[src/rtl/id_ex_stage_pkg.sv]
// id_ex_stage_pkg: shared pipeline definitions (control bundle layout, bubble, forwarding selects)
package id_ex_stage_pkg;
   localparam int CTRL_REGWRITE = 0;
   localparam int CTRL_MEMTOREG = 1;
   localparam int CTRL_MEMREAD  = 2;
   localparam int CTRL_MEMWRITE = 3;
   localparam int CTRL_ALUSRC   = 4;
   localparam int CTRL_REGDST   = 5;
   localparam int CTRL_ALUOP_LO = 6;
   localparam int CTRL_ALUOP_HI = 7;
   localparam logic [7:0] CTRL_BUBBLE = 8'h00;
   typedef enum logic [1:0] {
      FWD_NONE = 2'b00,
      FWD_WB   = 2'b01,
      FWD_MEM  = 2'b10
   } fwd_sel_e;
   typedef struct packed {
      logic        valid;
      logic [7:0]  ctrl;
      logic [4:0]  rs_addr;
      logic [4:0]  rt_addr;
      logic [4:0]  rd_addr;
      logic [31:0] rs_data;
      logic [31:0] rt_data;
      logic [31:0] imm;
   } id_ex_t;
   localparam id_ex_t ID_EX_BUBBLE = '{
      valid: 1'b0, ctrl: CTRL_BUBBLE, rs_addr: 5'd0, rt_addr: 5'd0, rd_addr: 5'd0,
      rs_data: 32'd0, rt_data: 32'd0, imm: 32'd0
   };
endpackage

[src/rtl/id_ex_stage_hazard_detect.sv]
// hazard_detect: combinational load-use compare between the EX load and the ID consumer
module hazard_detect
   import id_ex_stage_pkg::*;
(
   input  logic       id_valid,
   input  logic       flush,
   input  logic       ex_valid,
   input  logic [7:0] ex_ctrl,
   input  logic [4:0] ex_rt_addr,
   input  logic [4:0] id_rs_addr,
   input  logic [4:0] id_rt_addr,
   output logic       hazard
);
   // a load targeting $0 produces nothing to wait for, and a flushed slot never stalls
   assign hazard = id_valid && !flush && ex_valid && ex_ctrl[CTRL_MEMREAD] &&
                   (ex_rt_addr != 5'd0) &&
                   ((ex_rt_addr == id_rs_addr) || (ex_rt_addr == id_rt_addr));
endmodule

[src/rtl/id_ex_stage.sv]
// id_ex_stage: ID/EX pipeline register with load-use bubble insertion and stall counter
module id_ex_stage
   import id_ex_stage_pkg::*;
#(
   parameter logic [15:0] cnt_max = 16'hFFFF
)
(
   input  logic        clk_i,
   input  logic        rst_n_i,
   input  logic        id_valid_i,
   input  logic [4:0]  id_rs_addr_i,
   input  logic [4:0]  id_rt_addr_i,
   input  logic [4:0]  id_rd_addr_i,
   input  logic [31:0] id_rs_data_i,
   input  logic [31:0] id_rt_data_i,
   input  logic [31:0] id_imm_i,
   input  logic [7:0]  id_ctrl_i,
   input  logic        flush_i,
   output logic        ex_valid_o,
   output logic [7:0]  ex_ctrl_o,
   output logic [4:0]  ex_rs_addr_o,
   output logic [4:0]  ex_rt_addr_o,
   output logic [4:0]  ex_rd_addr_o,
   output logic [31:0] ex_rs_data_o,
   output logic [31:0] ex_rt_data_o,
   output logic [31:0] ex_imm_o,
   output logic        hazard_o,
   output logic        pc_write_o,
   output logic        ifid_write_o,
   output logic [15:0] stall_cnt_o
);
   id_ex_t ex_q;
   id_ex_t id_d;
   assign id_d = '{
      valid: id_valid_i, ctrl: id_ctrl_i, rs_addr: id_rs_addr_i, rt_addr: id_rt_addr_i,
      rd_addr: id_rd_addr_i, rs_data: id_rs_data_i, rt_data: id_rt_data_i, imm: id_imm_i
   };
   hazard_detect u_hazard_detect (
      .id_valid  (id_valid_i),
      .flush     (flush_i),
      .ex_valid  (ex_q.valid),
      .ex_ctrl   (ex_q.ctrl),
      .ex_rt_addr(ex_q.rt_addr),
      .id_rs_addr(id_rs_addr_i),
      .id_rt_addr(id_rt_addr_i),
      .hazard    (hazard_o)
   );
   assign pc_write_o   = !hazard_o;
   assign ifid_write_o = !hazard_o;
   // a bubble clears memread, so the held consumer cannot re-trigger the stall next cycle
   always_ff @(posedge clk_i or negedge rst_n_i)
      if (!rst_n_i) begin
         ex_q        <= ID_EX_BUBBLE;
         stall_cnt_o <= 16'd0;
      end else begin
         ex_q <= (flush_i || hazard_o) ? ID_EX_BUBBLE : id_d;
         if (hazard_o && stall_cnt_o != cnt_max)
            stall_cnt_o <= stall_cnt_o + 16'd1;
      end
   assign ex_valid_o   = ex_q.valid;
   assign ex_ctrl_o    = ex_q.ctrl;
   assign ex_rs_addr_o = ex_q.rs_addr;
   assign ex_rt_addr_o = ex_q.rt_addr;
   assign ex_rd_addr_o = ex_q.rd_addr;
   assign ex_rs_data_o = ex_q.rs_data;
   assign ex_rt_data_o = ex_q.rt_data;
   assign ex_imm_o     = ex_q.imm;
endmodule

[config.mk]
export PLATFORM = sky130hd
export DESIGN_NAME = id_ex_stage
export DESIGN_NICKNAME = d
export VERILOG_FILES = /design/src/rtl/id_ex_stage_pkg.sv /design/src/rtl/id_ex_stage_hazard_detect.sv /design/src/rtl/id_ex_stage.sv
export SDC_FILE = /design/constraint.sdc
export NUM_CORES = 1
export LEC_CHECK = 0
export BUFFER_PORTS_ARGS = -buffer_cell sky130_fd_sc_hd__buf_4
export CAP_MARGIN = 25
export CORE_AREA = 10 10 116 118
export DETAILED_ROUTE_END_ITERATION = 10
export DIE_AREA = 0 0 126 128
export GPL_TIMING_DRIVEN = 0
export PLACE_DENSITY = 0.78
export SYNTH_ARGS = -nofsm -noshare
export SYNTH_HDL_FRONTEND = slang
export SYNTH_HIERARCHICAL = 1
export SYNTH_SLANG_ARGS = --single-unit
[constraint.sdc]
create_clock -name clk_i -period 3 [get_ports clk_i]
set_input_delay 0.15 -clock clk_i [delete_from_list [all_inputs] [get_ports clk_i]]
set_output_delay 0.15 -clock clk_i [all_outputs]
set_load 0.01 [all_outputs]
After elaboration in Yosys (flattened, before gate mapping)
Index checks and enable logic that the tools add are counted.
W data, S select, Z words.

operators by class
  add/sub/neg operators = 1
  equal/unequal tests = 3
  muxes and demuxes = 1
  reductions and logical operators = 11

operators with widths
  operator                 count
  $mux W120                1
  $add A16 B1 Y16 const B  1
  $ne A16 B16 Y1 const B   1
  $eq A5 B5 Y1             2
  $logic_and A1 B1 Y1      6
  $reduce_bool A5 Y1       1
  $logic_not A1 Y1         2
  $logic_or A1 B1 Y1       2

word-level totals
  register bits after elaboration = 136
  logic and storage cells = 25

Logic depth before layout (Yosys ltp)
Gate-level depths: netlist of the first run.

  depth in word-level cells = 8
  gate-level depth with buffers = 8

Modules after synthesis
Netlist of the first run, hierarchy kept.

by module, submodules not included
  module         times used  cells each  area an instance (µm²)  sequential area each (µm²)
  id_ex_stage    1           329         4,634.4                 3,403.3
  hazard_detect  1           18          140.1                   0.0

Least setup slack after synthesis of the first run
Ideal clock, no wire load.

  path type = register to register
  from = register ex_q, in the netlist ex_rt_addr_o[2]
  to = register stall_cnt_o[11]
  arrival = 2,375 ps
  required time = 2,872 ps
  slack = 497 ps
  cell stages (with the launch flop) = 9
  buffers on the path = 0
  path through = dfrtp_1 -> xor2_1 -> nor3_1 -> nand3_1 -> a221oi_2 -> nand3_1 -> a311oi_1 -> nand4_1 -> xnor2_1

between the ends
  longest elaborated chain between the ends = 4
  elaborated cells between the ends (all ways) = 7

ends and longest elaborated chain
  item                                                              RTL line                                                          RTL
  from (decl)                                                       id_ex_stage.sv:32                                                 id_ex_t ex_q;
  from (signal assigned)                                            id_ex_stage.sv:56                                                 ex_q <= (flush_i || hazard_o) ? ID_EX_BUBBLE : id_d;
  $eq A5 B5 Y1 / $reduce_bool A5 Y1 (equally long branches)         id_ex_stage_hazard_detect.sv:17, id_ex_stage_hazard_detect.sv:16
  $logic_or A1 B1 Y1 / $logic_and A1 B1 Y1 (equally long branches)  id_ex_stage_hazard_detect.sv:17, id_ex_stage_hazard_detect.sv:15
  $logic_and A1 B1 Y1 *                                             id_ex_stage_hazard_detect.sv:16                                   (ex_rt_addr != 5'd0) &&
  via hazard_o                                                      id_ex_stage.sv:27                                                 output logic hazard_o,
  $logic_and A1 B1 Y1 *                                             id_ex_stage.sv:57                                                 if (hazard_o && stall_cnt_o != cnt_max)
  to (signal assigned)                                              id_ex_stage.sv:58                                                 stall_cnt_o <= stall_cnt_o + 16'd1;
  to (decl)                                                         id_ex_stage.sv:30                                                 output logic [15:0] stall_cnt_o

The timed path passes the listed nets; every way through them passes the cells marked *.
A chain may end at the register's enable or synchronous reset.

Worst setup path in the final report of the first run
  from = register ex_q, in the netlist ex_rt_addr_o[0]
  to = register stall_cnt_o[11]

between the ends
  longest elaborated chain between the ends = 4
  elaborated cells between the ends (all ways) = 7

ends and longest elaborated chain
  item                                                              RTL line
  $eq A5 B5 Y1 / $reduce_bool A5 Y1 (equally long branches)         id_ex_stage_hazard_detect.sv:17, id_ex_stage_hazard_detect.sv:16
  $logic_or A1 B1 Y1 / $logic_and A1 B1 Y1 (equally long branches)  id_ex_stage_hazard_detect.sv:17, id_ex_stage_hazard_detect.sv:15
  $logic_and A1 B1 Y1 *                                             id_ex_stage_hazard_detect.sv:16
  $logic_and A1 B1 Y1 *                                             id_ex_stage.sv:57

Mark *: on every way between the ends. The rest lies on a longest branch, timed or not.

==> summary.md, run 1 <==
| Metric | Value |
|---|---|
| Status | finished, final reports clean |
| Compound-Gate Fraction of Synth Area | 0.0123 |
| Initial antenna violation count | 4 |
| First-pass GRT wire length | 27.5 mm |
| CP Class | reg2reg |
| Max-cap violations | 0 |
| Post-Place Worst Slack | 0.0853 ns |
| FF-to-FF Start | ex_rt_addr_o[0]$_DFF_PN0_ |
| Final setup TNS | 0 ns |
| Crit path capture type | flip-flop |
| H-tree depth | 4 |
| Cell Area, Synth | 4770 sq um |
| Main combinational cell family by area after synthesis | simple AND/OR/NAND/NOR gates |
| Synth-to-Final Area Change | 83.4% |
| CTS tree | yes |
| Clock latency on the worst-skew pair | 0.42 ns |
| WL final | 18.2 mm |
| I/O pins | 262 |
| PwrDens | 521 nW/um^2 |
| Setup Skew | 0.00774 ns |
| HP Class | in2async |
| Leading area contributor after synthesis | dfrtp_1 |
| Synth Area in Adders | 0.00262 |
| Simple-Gate Fraction of Synth Area | 0.207 |
| GPL Wtd Cong | 0.867 |
| Pleak | 0.00443 uW |
| Reg2Reg Capture Point | stall_cnt_o[11]$_DFFE_PN0P_ |
| Minimum hold slack | 0.284 ns |
| ANT nets after route | 0 |
| Die Y | 128 um |
| Post-synth top cells | 136 x dfrtp_1, 120 x and2_1, 14 x xnor2_1 |
| I/O Buffers | 261 |
| Nets | 873 |
| XOR/XNOR Fraction of Synth Area | 0.0385 |
| First-pass iteration count of the detailed router | 4 |
| Post-synth EDFFs | 0 |
| Vias/cell | 4.61 |
| Total power | 4560 uW |
| Fraction of registers with async set/reset | 1.00 |
| Initial DRC Count | 298 |
| R2R setup slack | 0.23 ns |
| Part of the power in combinational logic | 0.132 |
| Commonest register cell after synthesis | dfrtp_1 |
| Int Power | 3510 uW |
| Period minus WS final | 2.77 ns |
| Synth Warn # | 6 |
| Largest net degree at the start of global routing | 80 |
| Num CTS Buffers | 17 |
| Psw | 1050 uW |
| CP Max Fanout | 9 |
| Post-DP HPWL | 11.2 mm |
| Synthesized instance count | 347 |
| Vias in the first global route | 4805 |
| Seq cells post-synth | 136 |
| Mux contribution to synthesized area | 0.00996 |
| Worst vdd ir | 388 uV |
| Area share of the leading cell type in the synthesized netlist | 0.713 |
| Clk slew on worst S/H paths | 0.06 ns |
| Library cells used by synthesis | 31 |
| Avg Cell Area, Syn | 13.8 sq um |
| Final Non-Filler Cells | 909 |
| Placed cell count | 752 |
| CP Launch Type | flip-flop |
| Layout cells sized above 1 | 0.400 |
| DR WL/cell | 20.1 um |
| CP Data Required Time | 3.29 ns |
| Max-slew violations | 0 |
| # rows | 39 |
| Root Buffer | clkbuf_16 |
| Routed vias | 4187 |
| Initial Util | 0.425 |
| Worst slew pin tran | 0.638 ns |
| Die X-Extent | 126 um |
| DRC viols | 0 |
| Clk network pwr share | 0.439 |
| Congestion Overflow GR | 0 |
| Sequential fraction of the synthesis area | 0.713 |
| Tot GR Track Use | 0.222 |
| Ranking of synthesized cells by area | dfrtp_1 71%, and2_1 16%, xnor2_1 2.6% |
| Fin crit share | 0.924 |
| CTS max path bufs | 2 |
| CP Data Arrival Time | 3.06 ns |
| FMAX | 0.361 GHz |
| Clk sinks | 136 |
| DIE AREA | 16100 sq um |
| Relative slew slack | 0.574 |
| Reg power frac | 0.428 |
| Synth Net Count | 471 |
| Final worst slack | 0.228 ns |
| Hold Fails Final Rpt | 0 |
| Worst Reg-to-Reg Cells | 8 |
| Final Setup Violations | 0 |
| Setup bufs post-CTS | 0 |
| RSZ-0062 raised after global routing | no |
| Switch share | 0.231 |
| Core area | 11200 sq um |
| Count leader, synth | dfrtp_1 |
## cell usage in the layout, fill, tap and decap left out, drive strengths merged
cell | netlist | routed
o21ai | 1 | 1
and4 | 3 | 3
and3 | 6 | 6
dlygate4sd3 | 0 | 121
nor2 | 4 | 4
mux2i | 1 | 1
a311oi | 1 | 1
nand4b | 1 | 1
a221oi | 1 | 1
xor2 | 7 | 7
a41o | 1 | 1
diode | 0 | 4
xnor2 | 14 | 14
mux2 | 3 | 3
nand3 | 11 | 11
a21oi | 2 | 2
buf | 2 | 264
inv | 3 | 3
bufinv | 0 | 1
clkinv | 0 | 7
o31a | 1 | 1
dfrtp | 136 | 136
clkbuf | 13 | 35
clkinvlp | 0 | 2
nand2 | 6 | 6
ha | 1 | 1
or4 | 1 | 1
nor3 | 3 | 3
and2 | 120 | 120
nand4 | 5 | 5
## flip-flops by register name, indices dropped and copies added (netlist names)
signal and count:
ex_rt_data_o 32, ex_imm_o 32, ex_rt_addr_o 5, stall_cnt_o 16
ex_valid_o 1, ex_rs_data_o 32, ex_rd_addr_o 5, ex_rs_addr_o 5
ex_ctrl_o 8
## critical path: stages (launching register included)
cell and delay [ns]:
dfrtp_1 0.44, xor2_1 0.18, nor3_1 0.20, nand3_1 0.15
a221oi_4 0.55, nand3_1 0.22, a311oi_1 0.52, nand4_1 0.21
xnor2_1 0.17
## timing repair
| item | CTS | global route |
|---|---|---|
| endpoints found under the setup margin | 0 | 88 |
| gates resized for setup | 0 | 1 |
| hold buffers | 121 | 0 |
| endpoints found under the hold margin | 177 | 0 |
## power groups by stage
stage / combinational, uW / sequential (uW) / clock [uW]
2_1_floorplan: 82.6 / 2020 / 0
3_3_place_gp: 443 / 1980 / 0
3_5_place_dp: 458 / 1980 / 0
4_1_cts: 591 / 1950 / 2020
5_1_grt: 646 / 1960 / 2100
6_report: 604 / 1950 / 2000
## per-stage QoR
step | cell area [sq um] | utilization
finish | 8760 | 0.780
CTS | 8730 | 0.778
global placement | 6910 | 0.616
global route | 8760 | 0.780
detailed placement | 6940 | 0.619
floorplan | 4770 | -
## worst max-delay path by stage
| stage | to | depth (start not counted) | slack, ns | start |
|---|---|---|---|---|
| 2_1_floorplan | stall_cnt_o[11]$_DFFE_PN0P_ | 8 | 0.50 | ex_rt_addr_o[2]$_DFF_PN0_ |
| 3_3_place_gp | ex_ctrl_o[4]$_DFF_PN0_ | 8 | 0.14 | ex_rt_addr_o[2]$_DFF_PN0_ |
| 3_5_place_dp | ex_ctrl_o[7]$_DFF_PN0_ | 8 | 0.09 | ex_rt_addr_o[0]$_DFF_PN0_ |
| 4_1_cts | ex_ctrl_o[7]$_DFF_PN0_ | 8 | 0.05 | ex_rt_addr_o[0]$_DFF_PN0_ |
| 5_1_grt | stall_cnt_o[11]$_DFFE_PN0P_ | 8 | 0.06 | ex_rt_addr_o[2]$_DFF_PN0_ |
| 6_report | stall_cnt_o[11]$_DFFE_PN0P_ | 8 | 0.23 | ex_rt_addr_o[0]$_DFF_PN0_ |
## per-layer routing
| metal | vias up | share of wire | global-route usage | wire length (um) |
|---|---|---|---|---|
| met5 | - | 0 | 0 | 0 |
| met4 | 0 | 0.027 | 0.0971 | 486 |
| met3 | 35 | 0.083 | 0.0881 | 1510 |
| met2 | 203 | 0.54 | 0.392 | 9860 |
| met1 | 2033 | 0.35 | 0.228 | 6370 |
| li1 | 1916 | - | - | - |
## kinds of logic after synthesis
group | Yosys count
buffers and inverters | 18
multiplexers | 4
XOR/XNOR | 21
flip-flops | 136
adder cells (fa/ha/maj) | 1
AO/OA/AOI/OAI | 7
AND/OR/NAND/NOR | 160
## final cells by class
type	count	area (sq um)
Clock buffer	22	484
Antenna cell	4	10.0
Sequential cell	136	3400
Inverter	3	11.3
Multi-Input combinational cell	193	1300
Clock inverter	10	95.1
Timing Repair Buffer	383	3200
Buffer	15	67.6
Fill cell	615	2470
Tap cell	143	179
(Power assumes the default switching activity.)
==> run 2, diff against run 1 <==
- ABC_AREA: unset -> 1
- CORE_AREA: 10 10 116 118 -> 10 10 118 120
- DIE_AREA: 0 0 126 128 -> 0 0 128 130
- PLACE_DENSITY: 0.78 -> 0.79
- SETUP_SLACK_MARGIN: unset -> 0.3
- TNS_END_PERCENT: unset -> 30
==> run 2 against run 1 <==
Against the previous run:
- via count is 25% higher
- sequential share of layout area is 2.0 points lower
- design area up 5.4%
==> summary.md, run 2 <==
| Metric | Value |
|---|---|
| Status | finished, final reports clean |
| FF-to-FF Start | ex_rt_addr_o[1]$_DFF_PN0_ |
| Pleak | 0.00522 uW (+18%) |
| CP Data Required Time | 2.85 ns (-0.44 ns) |
| Post-DP HPWL | 12.3 mm (+9.8%) |
| CP Buf/Inv Count | 4 (+4) |
| Setup Skew | 0.0102 ns (+0.00245 ns) |
| Clk slew on worst S/H paths | 0.06 ns (about the same) |
| CTS tree | yes |
| CP Data Arrival Time | 2.15 ns (-0.91 ns) |
| Synthesized instance count | 573 (+65%) |
| Synth Net Count | 697 (+48%) |
| Hold EP | stall_cnt_o[12]$_DFFE_PN0P_ |
| Hold buffer count at cts | 121 (unchanged) |
| Layout cells sized above 1 | 0.324 (-0.0764) |
| Core area | 11700 sq um (+4.3%) |
| Synth-to-Final Area Change | 76.7% |
| R2R setup slack | 0.74 ns (+0.51 ns) |
| GRT Max-Usage Layer | met2 |
| ANT nets after route | 0 (unchanged) |
| First-pass GRT wire length | 30.9 mm (+13%) |
| CP Launch Type | flip-flop |
| CP Max Fanout | 6 (-3) |
| Vias/cell | 4.58 (-0.50%) |
| H-tree depth | 4 (unchanged) |
| Part of the power in combinational logic | 0.137 (+0.005) |
| Initial antenna violation count | 3 (-1) |
| Tot GR Track Use | 0.243 (+0.0207) |
| Crit path capture type | output port |
| Worst Reg-to-Reg Cells | 10 (+2) |
| Sequential fraction of the synthesis area | 0.652 (-0.0610) |
| CTS max path bufs | 2 (unchanged) |
| Avg Cell Area, Syn | 9.11 sq um (-34%) |
| Leading cell type in the layout, fill and taps excluded | buf_4 |
| CP top delay family | buffers and inverters |
| Int Power | 3670 uW (+4.7%) |
| Seq cells post-synth | 136 (unchanged) |
| Max incr delay on CP | 0.44 ns (-0.11 ns) |
| Clk network pwr share | 0.453 (+0.014) |
| FMAX | 0.435 GHz (+21%) |
| HP Class | in2reg |
| Die X-Extent | 128 um (+1.6%) |
| First-pass iteration count of the detailed router | 7 (+3) |
| Worst slew pin tran | 0.631 ns (-0.00706 ns) |
| Nets | 1099 (+26%) |
| Relative slew slack | 0.579 (+0.00470) |
| Final worst slack | 0.702 ns (+0.474 ns) |
| Met3 Track Usage GR | 0.0982 (+0.0101) |
| Fin crit share | 0.766 (-0.158) |
| Max-slew violations | 0 (unchanged) |
| Hold_sp | flush_i |
| WL final | 20.1 mm (+10%) |
| Leading area contributor after synthesis | dfrtp_1 |
| Root Buffer | clkbuf_16 |
| Initial DRC Count | 366 (+23%) |
| PwrDens | 519 nW/um^2 (-0.44%) |
| Reg power frac | 0.409 (-0.019) |
| DR WL/cell | 17.7 um (-12%) |
| # rows | 40 (+2.6%) |
| Final Setup Violations | 0 (unchanged) |
| Reg2Reg Capture Point | ex_ctrl_o[5]$_DFF_PN0_ |
| Crit path depth | 9 (+1) |
| Fraction of registers with async set/reset | 1.00 (unchanged) |
| Largest net degree at the start of global routing | 71 (-11%) |
| Commonest register cell after synthesis | dfrtp_1 |
| Library cells used by synthesis | 20 (-35%) |
| Crit path max-delay cell type | dfrtp_1 |
| Final setup TNS | 0 ns (unchanged) |
| Synth Warn # | 6 (unchanged) |
| Area share of the leading cell type in the synthesized netlist | 0.652 (-0.0610) |
| Initial Util | 0.446 (+0.0204) |
| Most frequent cells in the layout | 261 x buf_4, 145 x nor2_1, 143 x inv_1, 136 x dfrtp_1, 121 x dlygate4sd3_1 |
| Cell Area, Synth | 5220 sq um (+9.4%) |
| Die Y | 130 um (+1.6%) |
| CP Class | reg2out |
| Max-cap violations | 0 (unchanged) |
| RSZ-0062 raised after global routing | no |
| Clk sinks | 136 (unchanged) |
| I/O Buffers | 261 (unchanged) |
| Switch share | 0.233 (+0.00173) |
| Post-cts sizing count | 0 (unchanged) |
| Period minus WS final | 2.30 ns (-0.474 ns) |
| Routing usage on met2 | 0.412 (+0.0198) |
| Post-Place Worst Slack | 0.881 ns (+0.796 ns) |
| Psw | 1110 uW (+5.7%) |
| Clock latency on the worst-skew pair | 0.42 ns (about the same) |
| Worst vdd ir | 445 uV (+15%) |
| Post-synth EDFFs | 0 (unchanged) |
| Hold Fails Final Rpt | 0 (unchanged) |
| Hold depth | 6 |
| GPL Wtd Cong | 0.865 (-0.25%) |
| Count leader, synth | nor2_1 |
| Final Non-Filler Cells | 1139 (+25%) |
| Worst-path cell chain | inv_2 > nand2_1 > nand2_1 > nor2_1 > nand3_1 > a21oi_2 > inv_1 > buf_4 > buf_4 |
| Vias in the first global route | 5821 (+21%) |
| Routed vias | 5220 (+25%) |
| DRC viols | 0 (unchanged) |
| Num CTS Buffers | 17 (unchanged) |
| Placed cell count | 982 (+31%) |
| Ranking of synthesized cells by area | dfrtp_1 65%, nor2_1 10%, inv_1 10% |
| Setup bufs post-CTS | 0 (unchanged) |
| DIE AREA | 16600 sq um (+3.2%) |
| Post-synth top cells | 145 x nor2_1, 143 x inv_1, 136 x dfrtp_1 |
| I/O pins | 262 (unchanged) |
| Congestion Overflow GR | 0 (unchanged) |
| Met1 usage | 0.248 (+0.0192) |
## run 2: cell count changes after synthesis, sizes merged, moves of 6 or more
cell	change
and3	-6
and2	-120
buf	+12
clkbuf	-11
nor2	+148
nand2	+85
inv	+142
xnor2	-7
## run 2: final cells by class
cell class | instances | area, sq um
antenna | 4 | 10.0
timing repair buffer | 383 | 3200
fill | 720 | 2480
tap | 147 | 184
multi-input combinational | 276 | 1180
sequential | 136 | 3400
clock inverter | 8 | 118
inverter | 145 | 544
clock buffer | 24 | 492
buffer | 16 | 92.6
## run 2: layer usage
| metal | vias to the layer above | part of all wire |
|---|---|---|
| met5 | - | 0 |
| li1 | 2424 | - |
| met2 | 252 | 0.51 |
| met4 | 0 | 0.048 |
| met3 | 65 | 0.090 |
| met1 | 2479 | 0.35 |
## run 2: worst max-delay path by stage
| stage | startpoint | end | slack (ns) |
|---|---|---|---|
| after floorplan | ex_rt_addr_o[1]$_DFF_PN0_ | stall_cnt_o[13]$_DFFE_PN0P_ | 1.15 |
| after global placement | ex_rt_addr_o[1]$_DFF_PN0_ | ex_rs_addr_o[3]$_DFF_PN0_ | 0.88 |
| after detailed placement | ex_rt_addr_o[0]$_DFF_PN0_ | ex_imm_o[28]$_DFF_PN0_ | 0.88 |
| after CTS | ex_rt_addr_o[0]$_DFF_PN0_ | pc_write_o | 0.78 |
| after global routing | ex_rt_addr_o[1]$_DFF_PN0_ | pc_write_o | 0.57 |
| final | ex_rt_addr_o[1]$_DFF_PN0_ | pc_write_o | 0.70 |
## run 2: cells by family (layout without fill, tap and decap cells)
| kind of cell | Yosys count | count (layout) | share of synthesized area |
|---|---|---|---|
| AND/OR/NAND/NOR | 258 | 258 | 0.200 |
| buffers and inverters | 161 | 576 | 0.122 |
| flip-flops | 136 | 136 | 0.652 |
| XOR/XNOR | 10 | 10 | 0.0168 |
| AO/OA/AOI/OAI | 7 | 7 | 0.00743 |
| adder cells (fa/ha/maj) | 1 | 1 | 0.00240 |
| other | 0 | 4 | 0 |
## run 2: tightest hold or removal path: cells and delay by family
| kind | cells | cell delay, ns |
|---|---|---|
| AOI/OAI and AO/OA | 1 | 0.08 |
| buffers and inverters | 1 | 0.09 |
| and+or+nand+nor | 4 | 0.27 |
## run 2: through the flow
step / area (sq um) / power (uW) / hold WS [ns] / util
5_1_grt: 9220 / 4930 / 0.244 / 0.788
4_1_cts: 9220 / 4760 / 0.188 / 0.787
2_1_floorplan: 5220 / 2140 / -0.146 / -
3_3_place_gp: 7360 / 2470 / 0.370 / 0.629
3_5_place_dp: 7400 / 2490 / 0.189 / 0.632
6_report: 9230 / 4780 / 0.203 / 0.788
## run 2: power groups by stage
stage | logic (uW) | clock network [uW] | registers [uW]
CTS | 638 | 2160 | 1950
detailed placement | 502 | 0 | 1990
global route | 710 | 2250 | 1970
floorplan | 109 | 0 | 2030
global placement | 487 | 0 | 1980
finish | 657 | 2170 | 1960
==> run 3, diff against run 2 <==
- ABC_AREA: 1 -> 0
- CORE_AREA: 10 10 118 120 -> 10 10 116 118
- DIE_AREA: 0 0 128 130 -> 0 0 126 128
- PLACE_DENSITY: 0.79 -> 0.78
- clock period: 3 -> 2.28 ns (I/O delays scaled with it)
==> run 3 against run 2 <==
Against the previous run:
- the flow now finishes with violations (negative setup slack)
- sequential cell count stayed put
- routed wire length grew 1.7%
- count of clock-buffer cells in the layout increased by 1
- clock power grew 24%
- via count down 15%
- setup slack got worse by 0.77 ns
- register-to-register slack got worse by 0.81 ns
- first-iteration DRC count shrank 41%
- largest power group unchanged
==> summary.md, run 3 (same netlist as run 1, synthesis figures left out) <==
| Metric | Value |
|---|---|
| Crit path max-delay cell type | dfrtp_2 |
| CP Buf/Inv Count | 1 (-3) |
| Routed vias | 4459 (-15%) |
| Clock latency on the worst-skew pair | 0.41 ns (about the same) |
| Initial Util | 0.425 (-0.0204) |
| WL final | 20.5 mm (+1.7%) |
| Initial DRC Count | 217 (-41%) |
| PwrDens | 652 nW/um^2 (+26%) |
| Tot GR Track Use | 0.230 (-0.0121) |
| ANT nets after route | 0 (unchanged) |
| Reg2Reg Capture Point | stall_cnt_o[8]$_DFFE_PN0P_ |
| Die X-Extent | 126 um (-1.6%) |
| CTS max path bufs | 2 (unchanged) |
| Failing checks | negative setup slack |
| Period minus WS final | 2.35 ns |
| Nets | 897 (-18%) |
| Worst Reg-to-Reg Cells | 8 (-2) |
| DIE AREA | 16100 sq um (-3.1%) |
| Root Buffer | clkbuf_16 |
| FF-to-FF Start | ex_rt_addr_o[0]$_DFF_PN0_ |
| H-tree depth | 4 (unchanged) |
| Final Setup Violations | 3 (+3) |
| CP Launch Type | flip-flop |
| CP Class | reg2reg |
| I/O Buffers | 261 (unchanged) |
| Hold Fails Final Rpt | 0 (unchanged) |
| DRC viols | 0 (unchanged) |
| First-pass GRT wire length | 29.0 mm (-6.3%) |
| Vias in the first global route | 5050 (-13%) |
| R2R setup slack | -0.07 ns (-0.81 ns) |
| Max-slew violations | 0 (unchanged) |
| CP Data Arrival Time | 2.64 ns (+0.49 ns) |
| # rows | 39 (-2.5%) |
| Final worst slack | -0.0696 ns (-0.771 ns) |
| Most frequent cells in the layout | 268 x buf_4, 134 x dfrtp_1, 121 x dlygate4sd3_1, 97 x and2_4, 25 x clkbuf_16 |
| Reg power frac | 0.413 (+0.004) |
| Crit path capture type | flip-flop |
| Worst-path cell chain | xor2_1 > nor3_2 > nand3_2 > a221oi_4 > buf_6 > and4_4 > and3_4 > mux2_4 |
| Clk sinks | 136 (unchanged) |
| CP top delay family | simple AND/OR/NAND/NOR gates |
| HP Class | in2async |
| Worst slew pin tran | 0.558 ns (-0.0732 ns) |
| Pleak | 0.00489 uW (-6.3%) |
| Crit path depth | 8 (-1) |
| Leading cell type in the layout, fill and taps excluded | buf_4 |
| Setup Skew | 0.00801 ns (-0.00218 ns) |
| Switch share | 0.229 (-0.00362) |
| Clk network pwr share | 0.430 (-0.023) |
| Max incr delay on CP | 0.43 ns (about the same) |
| Layout cells sized above 1 | 0.574 (+0.250) |
| Int Power | 4800 uW (+31%) |
| GPL Wtd Cong | 0.842 (-2.6%) |
| Initial antenna violation count | 1 (-2) |
| Largest net degree at the start of global routing | 78 (+9.9%) |
| I/O pins | 262 (unchanged) |
| Vias/cell | 4.79 (+4.6%) |
| Part of the power in combinational logic | 0.157 (+0.020) |
| Status | complete, but fails checks |
| DR WL/cell | 22.0 um (+25%) |
| Core area | 11200 sq um (-4.2%) |
| Post-DP HPWL | 11.3 mm (-7.9%) |
| Congestion Overflow GR | 0 (unchanged) |
| First-pass iteration count of the detailed router | 4 (-3) |
| Synth-to-Final Area Change | 100% |
| CTS tree | yes |
| Die Y | 128 um (-1.5%) |
| CP Data Required Time | 2.57 ns (-0.28 ns) |
| RSZ-0062 raised after global routing | yes |
| Total power | 6230 uW (+30%) |
| Relative slew slack | 0.628 (+0.0488) |
| Finished Core Util | 0.851 (+0.0634) |
| Max-cap violations | 0 (unchanged) |
| Clk slew on worst S/H paths | 0.06 ns (about the same) |
| Num CTS Buffers | 17 (unchanged) |
| Worst vdd ir | 534 uV (+20%) |
| FMAX | 0.426 GHz |
| Fin crit share | 1.03 |
| Psw | 1430 uW (+28%) |
| CP Max Fanout | 4 (-2) |
==> run 3: per-stage QoR <==
stage / hold WS, ns / setup WS [ns] / instance area, sq um / instances / TNS, ns
after CTS: 0.250 / -0.0210 / 9210 / 921 / -0.0588
after global placement: 0.322 / -0.231 / 6990 / 751 / -6.73
after global routing: 0.279 / -0.129 / 9550 / 930 / -2.78
after detailed placement: 0.123 / -0.243 / 7030 / 752 / -6.12
after floorplan: -0.182 / -0.00898 / 4860 / 347 / -0.00898
final: 0.228 / -0.0696 / 9550 / 930 / -0.119
==> run 3: layer usage <==
metal  routed length (um)  share of wire  global-route usage  up-vias
met2                11100           0.54               0.421      239
met4                  671          0.033              0.0924        0
li1                     -              -                   -     1962
met5                    0              0                   0        -
met3                 1570          0.077              0.0823       50
met1                 7060           0.35               0.234     2208
==> run 3: power by group through the flow <==
stage | combinational [uW] | clock (uW) | sequential, uW
2_1_floorplan | 121 | 0 | 2660
3_3_place_gp | 593 | 0 | 2600
3_5_place_dp | 612 | 0 | 2610
4_1_cts | 863 | 2680 | 2570
5_1_grt | 1030 | 2810 | 2580
6_report | 975 | 2680 | 2580
==> run 3: worst max path at each step <==
| stage | startpoint | end | slack, ns |
|---|---|---|---|
| 6_report | ex_rt_addr_o[0]$_DFF_PN0_ | stall_cnt_o[8]$_DFFE_PN0P_ | -0.07 |
| 5_1_grt | ex_rt_addr_o[4]$_DFF_PN0_ | stall_cnt_o[8]$_DFFE_PN0P_ | -0.13 |
| 4_1_cts | ex_rt_addr_o[4]$_DFF_PN0_ | stall_cnt_o[8]$_DFFE_PN0P_ | -0.02 |
| 3_5_place_dp | ex_rt_addr_o[0]$_DFF_PN0_ | stall_cnt_o[15]$_DFFE_PN0P_ | -0.24 |
| 3_3_place_gp | ex_rt_addr_o[2]$_DFF_PN0_ | stall_cnt_o[11]$_DFFE_PN0P_ | -0.23 |
| 2_1_floorplan | ex_rt_addr_o[0]$_DFF_PN0_ | stall_cnt_o[11]$_DFFE_PN0P_ | -0.009 |
==> run 3: cell type report <==
cell class,instances,area (sq um)
timing repair buffer,407,3540
sequential,136,3410
fill,502,1670
multi-input combinational,193,1610
clock buffer,25,515
buffer,15,223
tap,143,179
clock inverter,7,65.1
inverter,3,11.3
antenna,1,2.50
==> run 3: timing repair <==
action,in CTS,in global routing
pin swaps,60,53
endpoints found under the setup margin,137,139
hold endpoints to repair,179,0
cloned,6,5
hold buffers,121,0
gates resized for setup,79,76
buffers inserted,10,3
